--- src/rtl/io_port_if.sv ---
// Request/acknowledge bus between the datapath and the I/O responder, plus the
// board-side output stream and input strobe.
interface io_port_if;
  logic        req;
  logic        we;
  logic [15:0] addr;
  logic [15:0] wdata;
  logic        ack;
  logic [15:0] rdata;
  logic        out_valid;
  logic [15:0] out_data;
  logic        out_ready;
  logic        in_strobe;
  logic [15:0] in_word;

  modport slave (
    input  req, we, addr, wdata, out_ready, in_strobe, in_word,
    output ack, rdata, out_valid, out_data
  );

  modport master (
    output req, we, addr, wdata, out_ready, in_strobe, in_word,
    input  ack, rdata, out_valid, out_data
  );
endinterface

--- src/rtl/io_port_responder.sv ---
// Memory-mapped I/O responder: output FIFO, latched input word and a cycle timer
// behind a 4-register window, answering req/ack accesses from the datapath.
module io_port_responder #(
  parameter int          FIFO_DEPTH = 4,
  parameter logic [15:0] IO_BASE    = 16'hFF00
) (
  input  logic     clk,
  input  logic     rst_n,
  io_port_if.slave bus
);

  localparam int                PTR_W   = $clog2(FIFO_DEPTH);
  localparam int                CNT_W   = PTR_W + 1;
  localparam logic [CNT_W-1:0]  DEPTH_C = CNT_W'(FIFO_DEPTH);

  typedef enum logic [1:0] {
    IDLE       = 2'd0,
    DECODE     = 2'd1,
    WAIT_SPACE = 2'd2,
    RESPOND    = 2'd3
  } state_t;

  state_t           state_r;
  logic             we_r;
  logic [15:0]      addr_r;
  logic [15:0]      wdata_r;
  logic             ack_r;
  logic [15:0]      rdata_r;

  logic [15:0]      mem_r [FIFO_DEPTH];
  logic [PTR_W-1:0] wptr_r;
  logic [PTR_W-1:0] rptr_r;
  logic [CNT_W-1:0] count_r;
  logic             out_valid_r;
  logic [15:0]      out_data_r;

  logic [15:0]      in_reg_r;
  logic             in_valid_r;
  logic             overrun_r;
  logic [15:0]      timer_r;

  logic [15:0]      off_s;
  logic             in_win_s;
  logic             full_s;
  logic             empty_s;
  logic             pop_s;
  logic             push_s;
  logic             stall_s;
  logic             rd_status_s;
  logic             rd_in_s;
  logic             wr_timer_s;
  logic [15:0]      rdata_nxt_s;
  logic [PTR_W-1:0] wptr_nxt_s;
  logic [PTR_W-1:0] rptr_nxt_s;
  logic [CNT_W-1:0] count_nxt_s;
  logic [15:0]      out_data_nxt_s;

  assign bus.ack       = ack_r;
  assign bus.rdata     = rdata_r;
  assign bus.out_valid = out_valid_r;
  assign bus.out_data  = out_data_r;

  // Address decode of the latched request and read-data selection
  always_comb begin
    off_s       = addr_r - IO_BASE;
    in_win_s    = (off_s < 16'd4);
    full_s      = (count_r == DEPTH_C);
    empty_s     = (count_r == {CNT_W{1'b0}});
    pop_s       = !empty_s && bus.out_ready;
    stall_s     = (state_r == DECODE) && we_r && in_win_s && (off_s[1:0] == 2'd0) && full_s;
    // A WAIT_SPACE push may coincide with a pop that frees the slot
    push_s      = ((state_r == DECODE) && we_r && in_win_s && (off_s[1:0] == 2'd0) && !full_s) ||
                  ((state_r == WAIT_SPACE) && (!full_s || pop_s));
    rd_status_s = (state_r == DECODE) && !we_r && in_win_s && (off_s[1:0] == 2'd1);
    rd_in_s     = (state_r == DECODE) && !we_r && in_win_s && (off_s[1:0] == 2'd2);
    wr_timer_s  = (state_r == DECODE) && we_r && in_win_s && (off_s[1:0] == 2'd3);
    rdata_nxt_s = 16'h0000;
    if (in_win_s && !we_r) begin
      case (off_s[1:0])
        2'd0:    rdata_nxt_s = {13'b0, count_r};
        2'd1:    rdata_nxt_s = {9'b0, count_r, overrun_r, in_valid_r, empty_s, full_s};
        2'd2:    rdata_nxt_s = in_reg_r;
        2'd3:    rdata_nxt_s = timer_r;
        default: rdata_nxt_s = 16'h0000;
      endcase
    end else begin
      rdata_nxt_s = 16'h0000;
    end
  end

  // FIFO pointer/count next state and the head word presented after the edge
  always_comb begin
    wptr_nxt_s = push_s ? (wptr_r + PTR_W'(1)) : wptr_r;
    rptr_nxt_s = pop_s  ? (rptr_r + PTR_W'(1)) : rptr_r;
    case ({push_s, pop_s})
      2'b10:   count_nxt_s = count_r + CNT_W'(1);
      2'b01:   count_nxt_s = count_r - CNT_W'(1);
      default: count_nxt_s = count_r;
    endcase
    if (count_nxt_s == {CNT_W{1'b0}}) begin
      out_data_nxt_s = 16'h0000;
    end else if (push_s && (rptr_nxt_s == wptr_r)) begin
      out_data_nxt_s = wdata_r;
    end else begin
      out_data_nxt_s = mem_r[rptr_nxt_s];
    end
  end

  // Request/acknowledge sequencer with registered ack and read data
  always_ff @(posedge clk or negedge rst_n) begin
    if (!rst_n) begin
      state_r <= IDLE;
      we_r    <= 1'b0;
      addr_r  <= 16'h0000;
      wdata_r <= 16'h0000;
      ack_r   <= 1'b0;
      rdata_r <= 16'h0000;
    end else begin
      case (state_r)
        IDLE: begin
          ack_r   <= 1'b0;
          rdata_r <= 16'h0000;
          if (bus.req) begin
            we_r    <= bus.we;
            addr_r  <= bus.addr;
            wdata_r <= bus.wdata;
            state_r <= DECODE;
          end else begin
            state_r <= IDLE;
          end
        end
        DECODE: begin
          if (stall_s) begin
            state_r <= WAIT_SPACE;
          end else begin
            ack_r   <= 1'b1;
            rdata_r <= rdata_nxt_s;
            state_r <= RESPOND;
          end
        end
        WAIT_SPACE: begin
          if (push_s) begin
            ack_r   <= 1'b1;
            rdata_r <= 16'h0000;
            state_r <= RESPOND;
          end else begin
            state_r <= WAIT_SPACE;
          end
        end
        RESPOND: begin
          ack_r   <= 1'b0;
          rdata_r <= 16'h0000;
          state_r <= IDLE;
        end
        default: begin
          ack_r   <= 1'b0;
          rdata_r <= 16'h0000;
          state_r <= IDLE;
        end
      endcase
    end
  end

  // Output FIFO storage and registered stream outputs
  always_ff @(posedge clk or negedge rst_n) begin
    if (!rst_n) begin
      for (int i = 0; i < FIFO_DEPTH; i++) begin
        mem_r[i] <= 16'h0000;
      end
      wptr_r      <= {PTR_W{1'b0}};
      rptr_r      <= {PTR_W{1'b0}};
      count_r     <= {CNT_W{1'b0}};
      out_valid_r <= 1'b0;
      out_data_r  <= 16'h0000;
    end else begin
      if (push_s) begin
        mem_r[wptr_r] <= wdata_r;
      end
      wptr_r      <= wptr_nxt_s;
      rptr_r      <= rptr_nxt_s;
      count_r     <= count_nxt_s;
      out_valid_r <= (count_nxt_s != {CNT_W{1'b0}});
      out_data_r  <= out_data_nxt_s;
    end
  end

  // Input latch: a strobe always wins over a clearing read in the same edge
  always_ff @(posedge clk or negedge rst_n) begin
    if (!rst_n) begin
      in_reg_r   <= 16'h0000;
      in_valid_r <= 1'b0;
      overrun_r  <= 1'b0;
    end else begin
      if (bus.in_strobe) begin
        in_reg_r   <= bus.in_word;
        in_valid_r <= 1'b1;
      end else if (rd_in_s) begin
        in_valid_r <= 1'b0;
      end
      if (bus.in_strobe && in_valid_r) begin
        overrun_r <= 1'b1;
      end else if (rd_status_s) begin
        overrun_r <= 1'b0;
      end
    end
  end

  // Free-running cycle timer, loadable from the TIMER register
  always_ff @(posedge clk or negedge rst_n) begin
    if (!rst_n) begin
      timer_r <= 16'h0000;
    end else if (wr_timer_s) begin
      timer_r <= wdata_r;
    end else begin
      timer_r <= timer_r + 16'd1;
    end
  end

endmodule

--- src/flat_wrapper.sv ---
// flat-port wrapper written by rule: the top's interface ports become plain ports
module io_port_responder_flat 
#(
  parameter int          FIFO_DEPTH = 4,
  parameter logic [15:0] IO_BASE    = 16'hFF00
)
  (clk, rst_n, bus_req, bus_we, bus_addr, bus_wdata, bus_out_ready, bus_in_strobe, bus_in_word, bus_ack, bus_rdata, bus_out_valid, bus_out_data);
  io_port_if bus_i ();
  input  logic clk;
  input  logic rst_n;
  input wire logic [$bits(bus_i.req)-1:0] bus_req;
  input wire logic [$bits(bus_i.we)-1:0] bus_we;
  input wire logic [$bits(bus_i.addr)-1:0] bus_addr;
  input wire logic [$bits(bus_i.wdata)-1:0] bus_wdata;
  input wire logic [$bits(bus_i.out_ready)-1:0] bus_out_ready;
  input wire logic [$bits(bus_i.in_strobe)-1:0] bus_in_strobe;
  input wire logic [$bits(bus_i.in_word)-1:0] bus_in_word;
  output wire logic [$bits(bus_i.ack)-1:0] bus_ack;
  output wire logic [$bits(bus_i.rdata)-1:0] bus_rdata;
  output wire logic [$bits(bus_i.out_valid)-1:0] bus_out_valid;
  output wire logic [$bits(bus_i.out_data)-1:0] bus_out_data;
  assign bus_i.req = bus_req;
  assign bus_i.we = bus_we;
  assign bus_i.addr = bus_addr;
  assign bus_i.wdata = bus_wdata;
  assign bus_i.out_ready = bus_out_ready;
  assign bus_i.in_strobe = bus_in_strobe;
  assign bus_i.in_word = bus_in_word;
  assign bus_ack = bus_i.ack;
  assign bus_rdata = bus_i.rdata;
  assign bus_out_valid = bus_i.out_valid;
  assign bus_out_data = bus_i.out_data;
  io_port_responder #(.FIFO_DEPTH(FIFO_DEPTH), .IO_BASE(IO_BASE)) u_core (.clk(clk), .rst_n(rst_n), .bus(bus_i));
endmodule
--- config.mk ---
export PLATFORM = sky130hd
export DESIGN_NAME = io_port_responder_flat
export DESIGN_NICKNAME = d
export VERILOG_FILES = /design/src/rtl/io_port_if.sv /design/src/rtl/io_port_responder.sv /design/src/flat_wrapper.sv
export SDC_FILE = /design/constraint.sdc
export NUM_CORES = 1
export LEC_CHECK = 0
export ABC_AREA = 1
export ABC_CLOCK_PERIOD_IN_PS = 3100
export BUFFER_PORTS_ARGS = -buffer_cell sky130_fd_sc_hd__buf_2
export CORE_AREA = 4 4 130 119
export DETAILED_ROUTE_END_ITERATION = 8
export DIE_AREA = 0 0 134 123
export HOLD_SLACK_MARGIN = 0.06
export PLACE_DENSITY = 0.79
export SLEW_MARGIN = 20
export SYNTH_ARGS = -nofsm -noshare
export SYNTH_HDL_FRONTEND = slang
export SYNTH_SLANG_ARGS = --single-unit
--- constraint.sdc ---
create_clock -name clk -period 3.1 [get_ports clk]
set_input_delay 0.155 -clock clk [delete_from_list [all_inputs] [get_ports clk]]
set_output_delay 0.155 -clock clk [all_outputs]
set_load 0.03 [all_outputs]
==> run metrics <==
status finished clean; most frequent cells in the layout nand2_1 (235), dfrtp_1 (174), inv_1 (131); I/O pins 88; Layout area overhead 20.5%; P per Cell Area 1010 mW/mm^2; Syn. warnings 0; gr busiest metal met2; post-DR wirelength/cell 15.5 um; Tmin final 2.69 ns; ys flop type dfrtp_1; TritonCTS buffer count 17; Final Skew 0.00529 ns; slowest stage delay, CP 0.41 ns; arrival time at the worst endpoint just over 3 ns; crit path cell chain nor2_1 > nand3_1 > nor2_2 > nand4_1 > nand2_1 > inv_1 > ha_1 > inv_1 > fa_1 > o21ai_0 > nor2_1 > nand2_1 > buf_4 > nand2_1 > nor2_1; PortBufs between 80 and 90; simple-gate share of the synthesized area 0.217; Die Ht 123 um; Syn Inst Count 986; Clock Tree Buf Depth 2; Sink Count 174; final setup violating endpoints 0; fin nets 1,175; Cell Area, Synth 0.00821 sq mm; CP max-delay cell fa_1; fmax between 0.3 and 0.4 GHz; XOR/XNOR Fraction of Synth Area 0.0160; Seq/Total Area, Yosys 0.530; Final Hold Fails 0; root buf cell clkbuf_16; share of flip-flops with an asynchronous set or reset 1.00; Worst Setup End Kind register; met2 Use GR 0.444; pin count of the biggest net entering global routing 79; initial antenna violation count 0; HP Class input pin to register; Post-synth EDFFs 0; CP Max Fanout 17; combinational family with the most area after synthesis simple AND/OR/NAND/NOR gates; Die Footprint 0.0165 sq mm; Leakage about 5.1 nW; grt ovf 0; via count around 7,000; Vias/cell 5.33; Reg clk slew, reported paths 0.06 ns; Startpoint Class register; DRC Markers 0; H-tree levels 4; die outline width around 130 um; worst setup path class register to register; Fin Setup TNS 0 ns; Max Cap Violations 0; synth unique cells 33; register bit count reported by yosys 174; core area 0.0140 sq mm; Compound-Gate Fraction of Synth Area 0.107; Worst EP required roughly 3.5 ns; Post CTS Setup Buffer Count 0; Syn Area/Cell 8.33 sq um; share of cells above drive strength 1 0.144; period utilization 0.867; mux contribution to synthesized area 0.0192; CTS tree done; Hold Slack a little under 0.2 ns; post-DP HPWL 12,500 um; Worst-Margin Slew 1.06 ns; Post-DRT Antenna Nets 0; Slew headroom 0.288; met1 usage 0.353; Diodes inserted 0; VDD IR max 0.000745 V; met3 Usage GRT 0.0476; vias in the first global route between 6,000 and 7,000; Slew Viols, Final 0; CTS resizes 0; adder-cell area share of the yosys netlist 0.0177; RePlAce Congestion between 0.9 and 1; Core Rows 41; leading cell type in the layout, fill and taps excluded nand2_1; GRT Overall Usage 0.264; Routed WL 20,500 um; RSZ-0062 raised after global routing no; clk_lat worst skew 0.43 ns; drt first pass iters 6; initial drt markers a little over 800; first-pass GRT wire length about 34,000 um; initial cell density of the core 0.586; Post-Syn Nets 1,051
==> power by group <==
group | switching [mW] | internal [mW]
Sequential | 0.451 | 3.13
Clock | 0.885 | 1.33
Combinational | 2.77 | 1.38
==> flip-flops by register name, summed over array words and instances (netlist names) <==
| register | cells |
|---|---|
| u_core.addr_r | 16 |
| u_core.bus.ack | 1 |
| u_core.bus.out_data | 16 |
| u_core.bus.out_valid | 1 |
| u_core.bus.rdata | 16 |
| u_core.count_r | 3 |
| u_core.in_reg_r | 16 |
| u_core.in_valid_r | 1 |
| u_core.mem_r | 64 |
| u_core.overrun_r | 1 |
| u_core.rptr_r | 2 |
| u_core.state_r | 2 |
| u_core.timer_r | 16 |
| u_core.wdata_r | 16 |
| u_core.we_r | 1 |
| u_core.wptr_r | 2 |
==> synthesized netlist by cell type, types with 2 or more instances <==
cell type,instances,share of area
nand2_1,236,0.11
dfrtp_1,174,0.53
inv_1,131,0.060
nand3_1,105,0.064
o21ai_0,100,0.061
nor2_1,54,0.025
a21oi_1,39,0.024
buf_2,21,0.013
clkbuf_1,18,0.0082
o21ai_1,17,0.010
mux2_2,14,0.019
xor2_1,13,0.014
ha_1,10,0.015
o22ai_1,8,0.0061
nand4_1,7,0.0053
buf_4,5,0.0046
inv_2,4,0.0018
nand2_2,4,0.0030
o221ai_1,4,0.0043
buf_6,3,0.0041
nand2_4,3,0.0041
nor3_1,3,0.0018
nor2_2,2,0.0015
xnor2_1,2,0.0021
==> stage by stage <==
step	setup WS [ns]	power (mW)	util	instances	instance area (sq um)
after global routing	0.195	10.7	0.706	1316	9890
after CTS	0.452	9.94	0.706	1316	9890
after floorplan	0.298	6.68	-	986	8210
after detailed placement	0.441	7.66	0.626	1233	8770
after global placement	0.532	7.51	0.626	1233	8770
final	0.412	9.95	0.706	1316	9890
==> final timing paths <==
| path | cells past startpoint | slack [ns] | start | endpoint |
|---|---|---|---|---|
| max | 15 | 0.41 | u_core.addr_r[3] | u_core.bus.out_data[15] |
| min | 3 | 0.19 | bus_in_strobe | u_core.in_reg_r[0] |
| max reg2reg | 15 | 0.41 | u_core.addr_r[3] | u_core.bus.out_data[15] |
| min reg2reg | 2 | 0.47 | u_core.bus.rdata[4] | u_core.bus.rdata[4] |
| max in group asynchronous | 3 | 1.89 | rst_n | u_core.bus.out_data[2] |
| min in group asynchronous | 2 | 0.33 | rst_n | u_core.addr_r[13] |
==> kinds of logic (layout without fill, tap and decap cells) <==
kind of cell,Yosys count,count (layout)
simple gates,419,419
buf+inv,183,320
flops,174,174
compound gates,170,170
xor+xnor,15,15
mux,14,14
fa+ha+maj,11,11
==> metal layers <==
layer	wire, um	part of all wire
met1	8970	0.44
met2	9810	0.48
met3	1250	0.061
met4	427	0.021
met5	0	0
==> critical path, delay by kind of cell, from the launching register on <==
| family | cells | cell delay [ns] |
|---|---|---|
| compound gates | 1 | 0.20 |
| simple gates | 9 | 1.04 |
| flops | 1 | 0.39 |
| fa+ha+maj | 2 | 0.59 |
| buf+inv | 3 | 0.39 |
==> layout make-up <==
cell class / instances / area, sq um
Multi-Input combinational cell: 629 / 3100
Fill cell: 1090 / 4110
Inverter: 136 / 510
Tap cell: 193 / 241
Sequential cell: 174 / 4350
Clock buffer: 22 / 474
Timing Repair Buffer: 152 / 1070
Clock inverter: 10 / 136
==> what timing repair did <==
action	CTS	global route
hold endpoints to repair	126	0
setup endpoints to repair	0	0
hold buffers	51	0
Power figures use the tool's default switching activity.
